$ cat config.mk
export PLATFORM = sky130hd
export DESIGN_NAME = trap_ctrl
export DESIGN_NICKNAME = d
export VERILOG_FILES = /design/src/rtl/trap_ctrl.sv
export SDC_FILE = /design/constraint.sdc
export NUM_CORES = 1
export LEC_CHECK = 0
export ABC_AREA = 1
export CAP_MARGIN = 20
export CORE_AREA = 2 2 124 126
export CTS_BUF_LIST = sky130_fd_sc_hd__clkbuf_8
export DETAILED_ROUTE_END_ITERATION = 8
export DIE_AREA = 0 0 126 128
export DONT_BUFFER_PORTS = 1
export MAX_ROUTING_LAYER = met4
export SETUP_SLACK_MARGIN = 0.4
export SYNTH_ARGS = -nofsm -noshare
export SYNTH_HDL_FRONTEND = slang
export SYNTH_SLANG_ARGS = --single-unit
$ cat constraint.sdc
create_clock -name CLK -period 1.65 [get_ports CLK]
set_input_delay 0.33 -clock CLK [delete_from_list [all_inputs] [get_ports CLK]]
set_output_delay 0.33 -clock CLK [all_outputs]
set_load 0.01 [all_outputs]
$ cat src/rtl/trap_ctrl.sv
// trap_ctrl: M-mode trap / MRET sequencer between the pipeline and the CSR file.
// Takes an exception, an enabled pending interrupt or an MRET in IDLE, then
// walks the trap CSR writes in fixed order and issues a single fetch redirect.
// Optional build macro: MTVEC_VECTORED_EN (vectored mtvec mode for interrupts).
// MXLEN defaults to `MXLEN, which falls back to 32 when not supplied.
`ifndef MXLEN
`define MXLEN 32
`endif

module trap_ctrl #(
  parameter int MXLEN = `MXLEN
) (
  input  logic             CLK,
  input  logic             reset,
  input  logic             exc_valid,
  input  logic [4:0]       exc_code,
  input  logic [MXLEN-1:0] exc_pc,
  input  logic [MXLEN-1:0] exc_tval,
  output logic             exc_ack,
  input  logic             mret_valid,
  output logic             mret_ack,
  input  logic             irq_mei,
  input  logic             irq_msi,
  input  logic             irq_mti,
  input  logic [MXLEN-1:0] irq_pc,
  input  logic [MXLEN-1:0] mstatus_in,
  input  logic [MXLEN-1:0] mie_in,
  input  logic [MXLEN-1:0] mtvec_in,
  input  logic [MXLEN-1:0] mepc_in,
  output logic             csr_we,
  output logic [11:0]      csr_waddr,
  output logic [MXLEN-1:0] csr_wdata,
  output logic             busy,
  output logic             flush,
  output logic             redirect_valid,
  output logic [MXLEN-1:0] redirect_pc
);

  typedef enum logic [2:0] {
    S_IDLE     = 3'd0,
    S_W_EPC    = 3'd1,
    S_W_CAUSE  = 3'd2,
    S_W_TVAL   = 3'd3,
    S_W_STATUS = 3'd4,
    S_R_STATUS = 3'd5,
    S_REDIRECT = 3'd6
  } state_e;

  state_e           state_q, state_d;
  logic             intr_q, intr_d;
  logic             mret_q, mret_d;
  logic [4:0]       code_q, code_d;
  logic [MXLEN-1:0] pc_q, pc_d;
  logic [MXLEN-1:0] tval_q, tval_d;

  logic             mei_s, msi_s, mti_s, irq_any_s;
  logic [4:0]       irq_code_s;
  logic [MXLEN-1:0] base_s, vector_s;
  logic             unused_s;

  // mstatus image on trap entry: MPIE<-MIE, MIE<-0, MPP<-M
  function automatic logic [MXLEN-1:0] trap_status(input logic [MXLEN-1:0] s);
    logic [MXLEN-1:0] r;
    r        = s;
    r[7]     = s[3];
    r[3]     = 1'b0;
    r[12:11] = 2'b11;
    return r;
  endfunction

  // mstatus image on MRET: MIE<-MPIE, MPIE<-1, MPP<-M
  function automatic logic [MXLEN-1:0] mret_status(input logic [MXLEN-1:0] s);
    logic [MXLEN-1:0] r;
    r        = s;
    r[3]     = s[7];
    r[7]     = 1'b1;
    r[12:11] = 2'b11;
    return r;
  endfunction

  assign mei_s     = mstatus_in[3] & irq_mei & mie_in[11];
  assign msi_s     = mstatus_in[3] & irq_msi & mie_in[3];
  assign mti_s     = mstatus_in[3] & irq_mti & mie_in[7];
  assign irq_any_s = mei_s | msi_s | mti_s;
  assign base_s    = {mtvec_in[MXLEN-1:2], 2'b00};
  // Low pc/mepc bits are forced to zero, and mie only matters per enabled line.
  assign unused_s  = ^{mepc_in[1:0], pc_q[1:0], mtvec_in[1:0], mie_in};

  // Interrupt priority: external, then software, then timer
  always_comb begin
    irq_code_s = 5'd0;
    if (mei_s) begin
      irq_code_s = 5'd11;
    end else if (msi_s) begin
      irq_code_s = 5'd3;
    end else if (mti_s) begin
      irq_code_s = 5'd7;
    end else begin
      irq_code_s = 5'd0;
    end
  end

  // Trap target: direct base, or base + 4*cause for vectored interrupts
  always_comb begin
    vector_s = base_s;
`ifdef MTVEC_VECTORED_EN
    if (intr_q && (mtvec_in[1:0] == 2'b01)) begin
      vector_s = base_s + {{(MXLEN-7){1'b0}}, code_q, 2'b00};
    end else begin
      vector_s = base_s;
    end
`endif
  end

  // Next-state, accept handshake and CSR write decode
  always_comb begin
    state_d        = state_q;
    intr_d         = intr_q;
    mret_d         = mret_q;
    code_d         = code_q;
    pc_d           = pc_q;
    tval_d         = tval_q;
    exc_ack        = 1'b0;
    mret_ack       = 1'b0;
    flush          = 1'b0;
    csr_we         = 1'b0;
    csr_waddr      = 12'h000;
    csr_wdata      = {MXLEN{1'b0}};
    busy           = 1'b1;
    redirect_valid = 1'b0;
    redirect_pc    = {MXLEN{1'b0}};
    case (state_q)
      S_IDLE: begin
        busy = 1'b0;
        // Handshake stays quiet while reset is held so every output reads 0.
        if (!reset) begin
          state_d = S_IDLE;
        end else if (exc_valid) begin
          exc_ack = 1'b1;
          flush   = 1'b1;
          intr_d  = 1'b0;
          mret_d  = 1'b0;
          code_d  = exc_code;
          pc_d    = exc_pc;
          tval_d  = exc_tval;
          state_d = S_W_EPC;
        end else if (irq_any_s) begin
          flush   = 1'b1;
          intr_d  = 1'b1;
          mret_d  = 1'b0;
          code_d  = irq_code_s;
          pc_d    = irq_pc;
          tval_d  = {MXLEN{1'b0}};
          state_d = S_W_EPC;
        end else if (mret_valid) begin
          mret_ack = 1'b1;
          flush    = 1'b1;
          intr_d   = 1'b0;
          mret_d   = 1'b1;
          state_d  = S_R_STATUS;
        end else begin
          state_d = S_IDLE;
        end
      end
      S_W_EPC: begin
        csr_we    = 1'b1;
        csr_waddr = 12'h341;
        csr_wdata = {pc_q[MXLEN-1:2], 2'b00};
        state_d   = S_W_CAUSE;
      end
      S_W_CAUSE: begin
        csr_we    = 1'b1;
        csr_waddr = 12'h342;
        csr_wdata = {intr_q, {(MXLEN-6){1'b0}}, code_q};
        state_d   = S_W_TVAL;
      end
      S_W_TVAL: begin
        csr_we    = 1'b1;
        csr_waddr = 12'h343;
        csr_wdata = tval_q;
        state_d   = S_W_STATUS;
      end
      S_W_STATUS: begin
        csr_we    = 1'b1;
        csr_waddr = 12'h300;
        csr_wdata = trap_status(mstatus_in);
        state_d   = S_REDIRECT;
      end
      S_R_STATUS: begin
        csr_we    = 1'b1;
        csr_waddr = 12'h300;
        csr_wdata = mret_status(mstatus_in);
        state_d   = S_REDIRECT;
      end
      S_REDIRECT: begin
        redirect_valid = 1'b1;
        redirect_pc    = mret_q ? {mepc_in[MXLEN-1:2], 2'b00} : vector_s;
        state_d        = S_IDLE;
      end
      default: begin
        busy    = 1'b0;
        state_d = S_IDLE;
      end
    endcase
  end

  // State and latched trap context; reset abandons any sequence in flight
  always_ff @(posedge CLK or negedge reset) begin
    if (!reset) begin
      state_q <= S_IDLE;
      intr_q  <= 1'b0;
      mret_q  <= 1'b0;
      code_q  <= 5'd0;
      pc_q    <= {MXLEN{1'b0}};
      tval_q  <= {MXLEN{1'b0}};
    end else begin
      state_q <= state_d;
      intr_q  <= intr_d;
      mret_q  <= mret_d;
      code_q  <= code_d;
      pc_q    <= pc_d;
      tval_q  <= tval_d;
    end
  end

endmodule

==> results of run 1 <==
-- cell type report --
class	count	area share
inverter	17	0.0125
sequential	72	0.241
timing repair buffer	90	0.207
clock inverter	6	0.00718
clock buffer	10	0.0184
tap	188	0.0314
multi-input combinational	458	0.482
-- sequential cells by signal (all words and copies together), names as in the netlist --
register and cells:
state_q 3, tval_q 32, mret_q 1, code_q 5, intr_q 1, pc_q 30
-- power groups by stage --
stage | Combinational (W) | Clock [W] | Sequential [W]
final | 0.00759 | 0.00140 | 0.00343
after global placement | 0.00400 | 0 | 0.00307
after CTS | 0.00683 | 0.00143 | 0.00327
after global routing | 0.00810 | 0.00153 | 0.00351
after floorplan | 0.00320 | 0 | 0.00298
after detailed placement | 0.00410 | 0 | 0.00311
-- metal layers --
| layer | vias up | GRT usage | wire (um) |
|---|---|---|---|
| li1 | 2003 | - | - |
| met1 | 2206 | 0.252 | 6790 |
| met2 | 237 | 0.396 | 9900 |
| met3 | 16 | 0.0484 | 1430 |
| met4 | 0 | 0.0543 | 245 |
| met5 | - | - | 0 |
-- metrics by stage --
step           utilization  hold slack (ns)  area, um^2  TNS [ns]
3_5_place_dp         0.330           0.0370        4900         0
3_3_place_gp         0.330           0.0373        4900         0
6_report             0.504           -0.332        7490    -29.41
2_1_floorplan            -           0.0344        4740         0
5_1_grt              0.504           -0.362        7490    -39.78
4_1_cts              0.466           -0.349        6920    -24.15
-- cell usage in the layout, fill, tap and decap left out, types with 7 or more instances in the layout --
cell      count
o21ai_2      24
buf_16       22
mux2i_1      30
conb_1        9
buf_12       20
buf_6        21
clkbuf_8     10
nand3_4      13
buf_4        18
nand2_4      65
nand3_2      13
nand2_1     147
nand2_2      80
nand3_1       7
dfrtp_1      69
a21oi_4      31
inv_1         8
-- critical path, cell delays in order, from the launching register on --
cell and delay, ns:
dfrtp_2 0.45, buf_12 0.14, nor2_4 0.15, nand3_4 0.10, inv_4 0.08, buf_12 0.13, nand2_8 0.06, inv_6 0.06
buf_12 0.11
-- worst max-delay path by stage --
stage | start | endpoint | cells past startpoint | slack (ns)
after floorplan | state_q[0]$_DFF_PN0_ | flush | 7 | 0.19
after global placement | state_q[0]$_DFF_PN0_ | csr_wdata[3] | 7 | 0.03
after detailed placement | state_q[0]$_DFF_PN0_ | csr_wdata[3] | 7 | 0.009
after CTS | state_q[1]$_DFF_PN0_ | csr_wdata[0] | 4 | -0.31
after global routing | state_q[0]$_DFF_PN0_ | csr_wdata[22] | 8 | -0.39
final | state_q[0]$_DFF_PN0_ | exc_ack | 8 | -0.31
-- logic make-up (layout without fill, tap and decap cells) --
logic type             count (synthesis)  in the layout  share of synthesized area
AND/OR/NAND/NOR                      344            344                      0.315
flip-flops                            72             72                      0.407
other                                  1              9                   0.000847
buffers and inverters                 63            123                     0.0924
multiplexers                          30             30                     0.0678
AO/OA/AOI/OAI                         75             75                      0.117
-- repair_timing --
action,in CTS,in global routing
resized for setup,235,107
pin swaps,40,30
gates cloned,19,4
hold endpoints to repair,72,72
buffers inserted,35,7
endpoints found under the setup margin,144,145
==> reports/qor.yml, run 1 <==
grt:
  grt_pass1_vias: 4552
  grt_max_degree: 74
  grt_use_total: 0.221
  antenna_found_initial: 0
  grt_pass1_wl_um: 26300
  grt_overflow: 0
run:
  maxCapViolCount: 0
power_and_ir_drop:
  p_comb_frac: 0.611
  finalPower_w: 0.0124
  p_seq_frac: 0.276
  leakage_nw: 3.57
  p_per_area_mw_per_mm2: 1660
  netSwitchingFraction: 0.447
  ir_worst_vdd_mv: 0.834
  p_switching_w: 0.00556
  clock_power_share: 0.113
  internal_power_w: 0.00687
outcome:
  violations: "negative hold slack, negative setup slack"
  outcome: "finished with violations"
die:
  io_pins: 318
  die_h_um: 128
  fp.coreArea_mm2: 0.0149
  dieArea_mm2: 0.0161
  start_util: 0.298
  die_w_um: 126
  num_rows: 45
clock_network:
  cts_buffers: 9
  cts_tree: "done"
  cts_root_buf: "clkbuf_8"
  clkTransAtPathRegs_ns: 0.08
  cts.path.max_buffers: 2
  clock_sinks: 72
  cts_max_level: 3
  insertion_delay_ns: 0.35
setup_path:
  critical_path_class: "flip-flop to primary output"
  timing.rr.end: "pc_q[21]$_DFFE_PN0P_"
  r2r_slack_ns: -0.24
  worstPathRequired_ns: 1.32
  rr_worst_depth: 12
  cp.arrival_ns: 1.63
  reg2reg_from: "state_q[0]$_DFF_PN0_"
  start_kind: "flip-flop"
  end_kind: "primary output"
  worstPathMaxFanout: 7
synth:
  ys_seq_area_frac: 0.407
  synthCells: 585
  yosysWarningCount: 0
  yosysMostFrequentCell: "nand2_1"
  yosys-top-cells-count: "nand2_1, dfrtp_1, nand3_1"
  synth_top_area_cell: "dfrtp_1"
  synthArstFlopShare: 1.00
  synth_edf_count: 0
  synth_ff_type: "dfrtp_1"
  syn_avg_cell_area_um2: 7.57
  synth_top_area_share: 0.407
  synth_seq_cells: 72
  synthTopCellsByArea: "dfrtp_1, nand2_1, mux2i_1, a21oi_2, buf_4"
  synthDistinctLibCells: 29
  netlist_area_mm2: 0.00443
routing:
  drt_first_pass_iters: 5
  antenna_left: 0
  drt_iter0_markers: 166
  viasPerCell: 5.31
  wl_per_cell_um: 21.9
  routed_wl_um: 18400
  num_vias: 4462
  drcViolationCount: 0
place:
  hpwl_um: 11400
  dp_cells: 760
  io_buffers: 0
  routabilityCongestion: 0.836
  place_ws_ns: 0.00875
cells_and_area:
  multiInputGateArea_mm2: 0.00361
  area_delta_synth_final_pct: 69.2
  instances_no_fill: 841
  drive_gt1_frac: 0.559
  fill_cells: 1293
  regArea_mm2: 0.00181
  nets: 884
  diodes: 0
timing:
  setup_viol: 140
  fin_ws_ns: -0.306
  clock_skew_ns: 0.0107
  finalHoldViolations: 72
  fmax_mhz: 511
  maxSlewViolCount: 0
  period_minus_slack_ns: 1.96
  min_period_over_period: 1.19
  holdWs_ns: -0.332
  rsz0062_at_grt: "true"
hold_path:
  hold_class: "primary input to asynchronous set/reset pin"
Power figures use the tool's default switching activity.
==> inputs of run 2 (changes only) <==
Clock period 1.65 ns to 1.6 ns, I/O delays scaled along.
==> run 2 against run 1 <==
  * The run still ends with negative hold slack, negative setup slack left
  * Clock power increased by 8%
  * Global-route usage decreased by 3.6 points
  * Routed wire length decreased by 1.8%
  * Clock skew decreased by 0.0031 ns
  * Sequential share of layout area increased by 2.2 points
  * Final cell count decreased by 1.9%
  * Setup slack got worse by 0.035 ns
  * Critical path depth unchanged
  * Largest cell class unchanged
  * Highest routed layer unchanged
==> reports/qor.yml, run 2 (synthesized netlist as in run 1, its figures left out) <==
hold_path:
  hold_class: "primary input to asynchronous set/reset pin"
grt:
  grt_pass1_wl_um: 22400  # -15%
  grt_overflow: 0  # unchanged
  grt_use_total: 0.185  # -0.0362
  grt_pass1_vias: 4086  # -10%
  grt_max_degree: 74  # unchanged
  antenna_found_initial: 0  # unchanged
power_and_ir_drop:
  p_per_area_mw_per_mm2: 1710  # +3.4%
  leakage_nw: 3.32  # -7.1%
  internal_power_w: 0.00640  # -6.7%
  p_seq_frac: 0.292  # +0.016
  p_comb_frac: 0.580  # -0.031
  clock_power_share: 0.128  # +0.015
  p_switching_w: 0.00538  # -3.2%
  ir_worst_vdd_mv: 0.871  # +4.4%
  netSwitchingFraction: 0.456  # +0.00909
cells_and_area:
  reg_top3: "tval_q x32, pc_q x30, code_q x5"
  multiInputGateArea_mm2: 0.00335  # -7.3%
  fin_util: 0.462  # -0.0418
  regArea_mm2: 0.00181  # unchanged
  area_delta_synth_final_pct: 55.2
  diodes: 0  # unchanged
  instances_no_fill: 825  # -1.9%
  largest_register_ffs: 32  # unchanged
  final_area_mm2: 0.00687  # -8.3%
  top_register: "tval_q"
  final_common_cell: "nand2_1"
  final_cell_mix: "nand2_1, nand2_2, dfrtp_1, nand2_4, a21oi_4"
  nets: 868  # -1.8%
  drive_gt1_frac: 0.510  # -0.0488
  fill_cells: 1341  # +3.7%
setup_path:
  cp.arrival_ns: 1.62  # about the same
  worstPathMaxFanout: 8  # +1
  crit_chain: "inv_2 -> nor2_4 -> nand2_2 -> inv_4 -> buf_12 -> buf_12 -> nand2_4 -> nand3_4"
  cp_slowest_stage_delay_ns: 0.45  # about the same
  end_kind: "primary output"
  critical_path_class: "flip-flop to primary output"
  critical_path.slowest_cell: "dfrtp_2"
  worstPathRequired_ns: 1.28  # -0.04 ns
  crit_top_cell: "buf_12"
  start_kind: "flip-flop"
timing:
  finalHoldViolations: 72  # unchanged
  setup_viol: 132  # -5.7%
  maxSlewViolCount: 0  # unchanged
  rsz0062_at_grt: "true"
  holdWs_ns: -0.354  # -0.0221 ns
  min_period_over_period: 1.21
  fin_ws_ns: -0.340  # -0.0348 ns
  clock_skew_ns: 0.00760  # -0.00314 ns
  period_minus_slack_ns: 1.94
  fmax_mhz: 515
clock_network:
  clkTransAtPathRegs_ns: 0.08  # about the same
  cts_max_level: 3  # unchanged
  clock_sinks: 72  # unchanged
  cts.path.max_buffers: 2  # unchanged
  cts_root_buf: "clkbuf_8"
  cts_buffers: 9  # unchanged
  insertion_delay_ns: 0.36  # about the same
  cts_tree: "done"
outcome:
  outcome: "finished with violations"
  violations: "negative hold slack, negative setup slack"
die:
  fp.coreArea_mm2: 0.0149  # unchanged
  die_w_um: 126  # unchanged
  dieArea_mm2: 0.0161  # unchanged
  num_rows: 45  # unchanged
  die_h_um: 128  # unchanged
  io_pins: 318  # unchanged
  start_util: 0.298  # unchanged
place:
  place_ws_ns: 0.00230  # -0.00645 ns
  io_buffers: 0  # unchanged
  dp_cells: 760  # unchanged
  placed_area_mm2: 0.00490  # unchanged
  routabilityCongestion: 0.867  # +3.7%
  hpwl_um: 11000  # -3.7%
routing:
  drcViolationCount: 0  # unchanged
  antenna_left: 0  # unchanged
  viasPerCell: 5.30  # -0.12%
  wl_per_cell_um: 21.9  # about the same
  num_vias: 4372  # -2.0%
  drt_iter0_markers: 135  # -19%
  drt_first_pass_iters: 8  # +3
  routed_wl_um: 18000  # -1.8%
run:
  maxCapViolCount: 0  # unchanged
-- run 2: stage by stage --
| step | TNS, ns | power [W] |
|---|---|---|
| floorplan | 0 | 0.00637 |
| global placement | 0 | 0.00729 |
| detailed placement | 0 | 0.00747 |
| CTS | -19.25 | 0.00986 |
| global route | -33.71 | 0.0124 |
| finish | -23.03 | 0.0118 |
-- run 2: layout make-up --
cell class,instances,share of cell area
clock buffer,10,0.0200
clock inverter,6,0.00983
inverter,17,0.0133
multi-input combinational,458,0.488
sequential,72,0.263
tap,188,0.0342
timing repair buffer,74,0.172
-- run 2: power groups by stage --
stage / Sequential (W) / Combinational (W) / Clock (W)
floorplan: 0.00307 / 0.00330 / 0
global placement: 0.00317 / 0.00412 / 0
detailed placement: 0.00323 / 0.00424 / 0
CTS: 0.00321 / 0.00510 / 0.00155
global route: 0.00350 / 0.00727 / 0.00163
finish: 0.00344 / 0.00683 / 0.00151
-- run 2: worst max-delay path: cells and delay by family, from the launching register on --
family                 cells  cell delay (ns)
flip-flops                 1             0.45
AND/OR/NAND/NOR            4             0.34
buffers and inverters      4             0.47
-- run 2: path summary, 6_finish.rpt --
kind / slack (ns) / end / depth (start not counted) / startpoint
worst max register to register: -0.09 / pc_q[4]$_DFFE_PN0P_ / 10 / state_q[1]$_DFF_PN0_
max in group asynchronous: 1.81 / state_q[1]$_DFF_PN0_ / 0 / reset
min in group CLK: 0.05 / tval_q[1]$_DFFE_PN0P_ / 2 / exc_tval[1]
worst min register to register: 0.49 / tval_q[4]$_DFFE_PN0P_ / 2 / tval_q[4]$_DFFE_PN0P_
worst max-delay path: -0.34 / csr_wdata[28] / 8 / state_q[0]$_DFF_PN0_
worst min-delay path: -0.35 / tval_q[23]$_DFFE_PN0P_ / 0 / reset
-- run 2: timing repair --
action / in CTS / in global routing
endpoints found under the hold margin: 72 / 72
resized for setup: 62 / 191
pin swaps: 6 / 37
setup buffers: 13 / 12
setup endpoints to repair: 144 / 144
gates cloned: 5 / 19
-- run 2: metal layers --
metal,vias up,GRT usage,share of wire
met1,2112,0.202,0.35
met5,-,-,0
li1,1964,-,-
met2,263,0.333,0.55
met3,33,0.0455,0.079
met4,0,0.0543,0.026
